==> src/rtl/mm_rr_arbiter_if.sv <==
// Requester and memory-side signal bundle for the two-port round-robin byte-memory arbiter.
// The slave modport is the arbiter's view; the master modport is the requesters plus the memory.
interface mm_rr_arbiter_if #(
  parameter int unsigned ADDR_W = 6,
  parameter int unsigned DATA_W = 8
);
  logic              req0;
  logic              we0;
  logic [ADDR_W-1:0] addr0;
  logic [DATA_W-1:0] wdata0;
  logic              ack0;
  logic [DATA_W-1:0] rdata0;

  logic              req1;
  logic              we1;
  logic [ADDR_W-1:0] addr1;
  logic [DATA_W-1:0] wdata1;
  logic              ack1;
  logic [DATA_W-1:0] rdata1;

  logic [ADDR_W-1:0] mem_address;
  logic [DATA_W-1:0] mem_write_data;
  logic              mem_write_enable;
  logic              mem_read_enable;
  logic [DATA_W-1:0] mem_read_data;
  logic              busy;

  modport slave (
    input  req0, we0, addr0, wdata0, req1, we1, addr1, wdata1, mem_read_data,
    output ack0, rdata0, ack1, rdata1, mem_address, mem_write_data,
    output mem_write_enable, mem_read_enable, busy
  );

  modport master (
    output req0, we0, addr0, wdata0, req1, we1, addr1, wdata1, mem_read_data,
    input  ack0, rdata0, ack1, rdata1, mem_address, mem_write_data,
    input  mem_write_enable, mem_read_enable, busy
  );
endinterface

==> src/rtl/mm_rr_arbiter.sv <==
// Two-requester round-robin arbiter serialising single-byte reads/writes onto a synchronous
// memory port. Each transaction walks IDLE -> ISSUE -> WAIT -> RESP; all outputs are registered.
module mm_rr_arbiter #(
  parameter int unsigned ADDR_W = 6,
  parameter int unsigned DATA_W = 8
) (
  input logic            clk,
  input logic            rst,
  mm_rr_arbiter_if.slave bus
);

  typedef enum logic [1:0] {StIdle, StIssue, StWait, StResp} state_e;

  state_e            r_state,      w_state_nxt;
  logic              r_last_grant, w_last_grant_nxt;
  logic              r_gnt,        w_gnt_nxt;
  logic              r_we,         w_we_nxt;
  logic [ADDR_W-1:0] r_addr,       w_addr_nxt;
  logic [DATA_W-1:0] r_wdata,      w_wdata_nxt;
  logic              r_mem_we,     w_mem_we_nxt;
  logic              r_mem_re,     w_mem_re_nxt;
  logic              r_ack0,       w_ack0_nxt;
  logic              r_ack1,       w_ack1_nxt;
  logic [DATA_W-1:0] r_rdata0,     w_rdata0_nxt;
  logic [DATA_W-1:0] r_rdata1,     w_rdata1_nxt;

  logic              w_sel;
  logic              w_sel_we;
  logic [ADDR_W-1:0] w_sel_addr;
  logic [DATA_W-1:0] w_sel_wdata;

  // Contention goes to the requester not granted last; a lone requester always wins.
  always_comb begin
    w_sel       = (bus.req0 && bus.req1) ? ~r_last_grant : bus.req1;
    w_sel_we    = w_sel ? bus.we1    : bus.we0;
    w_sel_addr  = w_sel ? bus.addr1  : bus.addr0;
    w_sel_wdata = w_sel ? bus.wdata1 : bus.wdata0;
  end

  always_comb begin
    w_state_nxt      = r_state;
    w_last_grant_nxt = r_last_grant;
    w_gnt_nxt        = r_gnt;
    w_we_nxt         = r_we;
    w_addr_nxt       = r_addr;
    w_wdata_nxt      = r_wdata;
    w_mem_we_nxt     = 1'b0;
    w_mem_re_nxt     = 1'b0;
    w_ack0_nxt       = 1'b0;
    w_ack1_nxt       = 1'b0;
    w_rdata0_nxt     = r_rdata0;
    w_rdata1_nxt     = r_rdata1;
    unique case (r_state)
      StIdle: begin
        if (bus.req0 || bus.req1) begin
          w_gnt_nxt        = w_sel;
          w_last_grant_nxt = w_sel;
          w_we_nxt         = w_sel_we;
          w_addr_nxt       = w_sel_addr;
          w_wdata_nxt      = w_sel_wdata;
          w_mem_we_nxt     = w_sel_we;
          w_mem_re_nxt     = ~w_sel_we;
          w_state_nxt      = StIssue;
        end
      end
      StIssue: w_state_nxt = StWait;
      StWait: begin
        // Memory registered its read data on the edge that ended ISSUE.
        if (!r_we) begin
          if (r_gnt) w_rdata1_nxt = bus.mem_read_data;
          else       w_rdata0_nxt = bus.mem_read_data;
        end
        w_ack0_nxt  = ~r_gnt;
        w_ack1_nxt  = r_gnt;
        w_state_nxt = StResp;
      end
      StResp:  w_state_nxt = StIdle;
      default: w_state_nxt = StIdle;
    endcase
  end

  always_ff @(posedge clk or negedge rst) begin
    if (!rst) begin
      r_state      <= StIdle;
      r_last_grant <= 1'b1;
      r_gnt        <= 1'b0;
      r_we         <= 1'b0;
      r_addr       <= '0;
      r_wdata      <= '0;
      r_mem_we     <= 1'b0;
      r_mem_re     <= 1'b0;
      r_ack0       <= 1'b0;
      r_ack1       <= 1'b0;
      r_rdata0     <= '0;
      r_rdata1     <= '0;
    end else begin
      r_state      <= w_state_nxt;
      r_last_grant <= w_last_grant_nxt;
      r_gnt        <= w_gnt_nxt;
      r_we         <= w_we_nxt;
      r_addr       <= w_addr_nxt;
      r_wdata      <= w_wdata_nxt;
      r_mem_we     <= w_mem_we_nxt;
      r_mem_re     <= w_mem_re_nxt;
      r_ack0       <= w_ack0_nxt;
      r_ack1       <= w_ack1_nxt;
      r_rdata0     <= w_rdata0_nxt;
      r_rdata1     <= w_rdata1_nxt;
    end
  end

  assign bus.ack0             = r_ack0;
  assign bus.ack1             = r_ack1;
  assign bus.rdata0           = r_rdata0;
  assign bus.rdata1           = r_rdata1;
  assign bus.mem_address      = r_addr;
  assign bus.mem_write_data   = r_wdata;
  assign bus.mem_write_enable = r_mem_we;
  assign bus.mem_read_enable  = r_mem_re;
  assign bus.busy             = (r_state != StIdle);

endmodule

==> src/flat_wrapper.sv <==
// flat-port wrapper written by rule: the top's interface ports become plain ports
module mm_rr_arbiter_flat 
#(
  parameter int unsigned ADDR_W = 6,
  parameter int unsigned DATA_W = 8
)
  (clk, rst, bus_req0, bus_we0, bus_addr0, bus_wdata0, bus_req1, bus_we1, bus_addr1, bus_wdata1, bus_mem_read_data, bus_ack0, bus_rdata0, bus_ack1, bus_rdata1, bus_mem_address, bus_mem_write_data, bus_mem_write_enable, bus_mem_read_enable, bus_busy);
  mm_rr_arbiter_if #(.ADDR_W(ADDR_W), .DATA_W(DATA_W)) bus_i ();
  input logic clk;
  input logic rst;
  input wire logic [$bits(bus_i.req0)-1:0] bus_req0;
  input wire logic [$bits(bus_i.we0)-1:0] bus_we0;
  input wire logic [$bits(bus_i.addr0)-1:0] bus_addr0;
  input wire logic [$bits(bus_i.wdata0)-1:0] bus_wdata0;
  input wire logic [$bits(bus_i.req1)-1:0] bus_req1;
  input wire logic [$bits(bus_i.we1)-1:0] bus_we1;
  input wire logic [$bits(bus_i.addr1)-1:0] bus_addr1;
  input wire logic [$bits(bus_i.wdata1)-1:0] bus_wdata1;
  input wire logic [$bits(bus_i.mem_read_data)-1:0] bus_mem_read_data;
  output wire logic [$bits(bus_i.ack0)-1:0] bus_ack0;
  output wire logic [$bits(bus_i.rdata0)-1:0] bus_rdata0;
  output wire logic [$bits(bus_i.ack1)-1:0] bus_ack1;
  output wire logic [$bits(bus_i.rdata1)-1:0] bus_rdata1;
  output wire logic [$bits(bus_i.mem_address)-1:0] bus_mem_address;
  output wire logic [$bits(bus_i.mem_write_data)-1:0] bus_mem_write_data;
  output wire logic [$bits(bus_i.mem_write_enable)-1:0] bus_mem_write_enable;
  output wire logic [$bits(bus_i.mem_read_enable)-1:0] bus_mem_read_enable;
  output wire logic [$bits(bus_i.busy)-1:0] bus_busy;
  assign bus_i.req0 = bus_req0;
  assign bus_i.we0 = bus_we0;
  assign bus_i.addr0 = bus_addr0;
  assign bus_i.wdata0 = bus_wdata0;
  assign bus_i.req1 = bus_req1;
  assign bus_i.we1 = bus_we1;
  assign bus_i.addr1 = bus_addr1;
  assign bus_i.wdata1 = bus_wdata1;
  assign bus_i.mem_read_data = bus_mem_read_data;
  assign bus_ack0 = bus_i.ack0;
  assign bus_rdata0 = bus_i.rdata0;
  assign bus_ack1 = bus_i.ack1;
  assign bus_rdata1 = bus_i.rdata1;
  assign bus_mem_address = bus_i.mem_address;
  assign bus_mem_write_data = bus_i.mem_write_data;
  assign bus_mem_write_enable = bus_i.mem_write_enable;
  assign bus_mem_read_enable = bus_i.mem_read_enable;
  assign bus_busy = bus_i.busy;
  mm_rr_arbiter #(.ADDR_W(ADDR_W), .DATA_W(DATA_W)) u_core (.clk(clk), .rst(rst), .bus(bus_i));
endmodule
==> config.mk <==
export PLATFORM = sky130hd
export DESIGN_NAME = mm_rr_arbiter_flat
export DESIGN_NICKNAME = d
export VERILOG_FILES = /design/src/rtl/mm_rr_arbiter_if.sv /design/src/rtl/mm_rr_arbiter.sv /design/src/flat_wrapper.sv
export SDC_FILE = /design/constraint.sdc
export NUM_CORES = 1
export LEC_CHECK = 0
export ABC_AREA = 0
export ABC_CLOCK_PERIOD_IN_PS = 1500
export BUFFER_PORTS_ARGS = -buffer_cell sky130_fd_sc_hd__buf_4
export CORE_ASPECT_RATIO = 0.7
export CORE_MARGIN = 2
export CORE_UTILIZATION = 25
export DETAILED_ROUTE_END_ITERATION = 10
export GPL_TIMING_DRIVEN = 0
export SYNTH_ARGS = -nofsm -noshare
export SYNTH_HDL_FRONTEND = slang
export SYNTH_SLANG_ARGS = --single-unit
export TNS_END_PERCENT = 20
==> constraint.sdc <==
create_clock -name clk -period 1.5 [get_ports clk]
set_input_delay 0.15 -clock clk [delete_from_list [all_inputs] [get_ports clk]]
set_output_delay 0.15 -clock clk [all_outputs]
set_load 0.01 [all_outputs]
==> metrics.txt <==
final setup fails=0; Slowest Stage Delay on Critical Path=0.37 ns; critical path launch point=u_core.r_state[0]$_DFFE_PN0P_; mapped cell area=roughly 1600 um^2; Synth area leader=dfrtp_1; post-detail-place hpwl=2.90 mm; Placed Cells=299; compound-cell area share of the yosys netlist=0.125; RSZ-0062 raised after global routing=true; critical-path maximum fanout=8; largest family of logic cells by synthesized area=compound AO/OA/AOI/OAI gates; grt ovf=0; Ys Warns=0; # diodes=0; TritonRoute pass-1 iters=4; crit path cell chain=inv_2 > ha_4 > nor3b_4 > buf_12 > mux2_2; reg-to-reg slack, setup=~0.060 ns; I/O pin total=77; top post-synthesis cells by area=dfrtp_1 59%, mux2_2 12%, a21oi_1 9.3%; overall routed net length=between 3 and 4 mm; port bufs=76; clk_lat worst skew=about 0.28 ns; Worst slew margin=0.659; Post-Synth Simple-Gate Area=0.103; critical setup path kind=register to register; global-route wire length before repair=6.31 mm; outcome=complete, no violations; overall routing resource usage=0.113; Final min period=between 1 and 1.5 ns; worst vdd ir=about 0.0007 V; chip width=between 100 and 150 um; Num CTS Buffers=5; fin util=0.401; Worst setup EP type=register; Setup Skew=0.00718 ns; core area=roughly 6200 um^2; Pleak=1.21 nW; setup total negative slack=0 ns; Tightest Hold Check Type=primary input to register; Final Hold Violating Endpoints=0; Placer Congestion=around 0.73; worst r2r src=u_core.r_state[0]$_DFFE_PN0P_; CP Capture Point=u_core.bus.rdata0[4]$_DFFE_PN0P_; largest net degree at the start of global routing=40; Worst Reg2Reg Path Length in Cells=5; Die ar.=7140 um^2; post-synthesis mux area share=0.125; layout cells sized above 1=0.504; Fillers=around 630; Starting Density=0.259; r2r endpoint=u_core.bus.rdata0[4]$_DFFE_PN0P_; Initial DRC Count=21; Post-Synth XOR/XNOR Area=0; total power=~5.1 mW; clock tree buffer depth=2; Synth Area in Adders=0.0155; Req. time, crit path=~1.7 ns; vias in the first global route=between 1000 and 1500; pwr/cell area=2040 nW/um^2; Clock Pin Slew Worst Setup and Hold Paths=0.08 ns; crit path max-delay cell type=dfrtp_1; DRC violations left=0; TritonCTS sink count=39; clk root buf=clkbuf_8; #FFs+latches synth=39; CP startpoint kind=register; H-tree depth=2; Synth Net Count=~190; Rows=24; sequential element share of the synthesized area=0.604; Post-Synthesis Cells=~150; Via density=between 4 and 5; fin crit share=0.960; layout overhead on the synthesized area=55.0%; CTS tree=done; Max Cap Viol=0; Yosys top cell area share=0.588; Vias=1358; WL per Instance=between 10 and 15 um; mean post-synth cell area=around 11 um^2; Final nets=277; Netlist cell types=20; initial antenna violation count=0; fmax=~690 MHz; Max Slew Vio Count=0; die height=between 70 and 80 um; antenna-violating nets left=0; critical path data arrival time=1.61 ns; Worst Tran Pin Value=just over 0.5 ns; Finished Layout Cells=312
==> final cells by class <==
cell class | count | area [um^2] | share of cell area
flip-flops and latches | 39 | 977 | 0.390
repair buffers | 81 | 623 | 0.249
multi-input cells | 96 | 621 | 0.248
well taps | 78 | 97.6 | 0.0389
clock buffers | 6 | 82.6 | 0.0329
plain buffers | 7 | 60.1 | 0.0240
clock inverters | 2 | 35.0 | 0.0140
inverters | 3 | 11.3 | 0.00449
==> worst max-delay path: cells and delay by family (launching register included) <==
| kind | cells | cell delay, ns |
|---|---|---|
| flops | 1 | 0.37 |
| mux | 1 | 0.33 |
| buf+inv | 2 | 0.25 |
| simple gates | 1 | 0.22 |
| fa+ha+maj | 1 | 0.16 |
==> sequential cells by signal, summed over array words and instances (netlist names) <==
name	cells
u_core.r_state	2
u_core.bus.rdata1	8
u_core.r_last_grant	1
u_core.bus.ack1	1
u_core.bus.mem_write_data	8
u_core.r_we	1
u_core.r_gnt	1
u_core.bus.ack0	1
u_core.bus.mem_address	6
u_core.bus.mem_write_enable	1
u_core.bus.rdata0	8
u_core.bus.mem_read_enable	1
==> worst min-delay path by stage <==
stage	slack (ns)	start	depth (start not counted)	end
after global routing	0.07	bus_req0	2	u_core.r_last_grant$_DFFE_PN1P_
final	0.08	bus_req0	2	u_core.r_last_grant$_DFFE_PN1P_
after floorplan	-0.15	rst	0	u_core.bus.ack0$_DFF_PN0_
after global placement	0.16	rst	1	u_core.bus.mem_address[1]$_DFFE_PN0P_
after detailed placement	0.16	rst	1	u_core.bus.mem_address[1]$_DFFE_PN0P_
after CTS	0.07	bus_req0	2	u_core.r_last_grant$_DFFE_PN1P_
==> cells in the final DEF, fill, tap and decap left out, types with 2 or more instances in the layout <==
cell type	Yosys	routed
dfrtp_1	38	38
nand2_1	16	16
clkbuf_8	0	6
buf_2	7	3
nor2_1	18	18
mux2_2	17	16
a21oi_1	30	30
buf_6	0	2
and2_1	2	2
inv_1	3	2
buf_4	0	80
a31oi_1	2	2
==> logic make-up after synthesis <==
logic type | Yosys count
simple gates | 39
compound gates | 37
flops | 39
fa+ha+maj | 2
buf+inv | 10
mux | 18
==> timing repair <==
| item | 4_1_cts | 5_1_grt |
|---|---|---|
| hold endpoints to repair | 38 | 0 |
| hold buffers | 1 | 0 |
| resized for setup | 6 | 9 |
| gates cloned | 0 | 0 |
| setup endpoints to repair | 28 | 19 |
| buffers inserted | 3 | 1 |
==> report_power, final <==
part	switching, mW	internal, mW	leakage, nW
clock network	0.366	0.539	0.0612
registers	0.303	1.58	0.456
logic	1.03	1.29	0.694
total	1.70	3.41	1.21
==> layer usage <==
| metal | track usage | routed length (um) | part of all wire |
|---|---|---|---|
| met5 | 0 | 0 | 0 |
| met2 | 0.166 | 1730 | 0.44 |
| met4 | 0.0274 | 28 | 0.0070 |
| met3 | 0.0449 | 266 | 0.067 |
| met1 | 0.157 | 1950 | 0.49 |
==> Yosys cell counts (all sizes together) <==
cell and n:
nand3b 1, and2 2, nor2b 1, nor2 18
a21bo 1, buf 7, ha 2, inv 3
o21a 1, dfstp 1, a21oi 30, o21ai 2
a31oi 2, a21boi 1, dfrtp 38, mux2i 1
mux2 17, nor3b 1, nand2 16
==> stage by stage <==
| step | worst slack [ns] | area [um^2] | hold WS, ns |
|---|---|---|---|
| after detailed placement | -0.210 | 2290 | 0.163 |
| after global routing | -0.0183 | 2510 | 0.0731 |
| final | 0.0604 | 2510 | 0.0808 |
| after global placement | -0.192 | 2290 | 0.159 |
| after CTS | 0.00864 | 2470 | 0.0669 |
| after floorplan | 0.0407 | 1620 | -0.146 |
(Power assumes the default switching activity.)
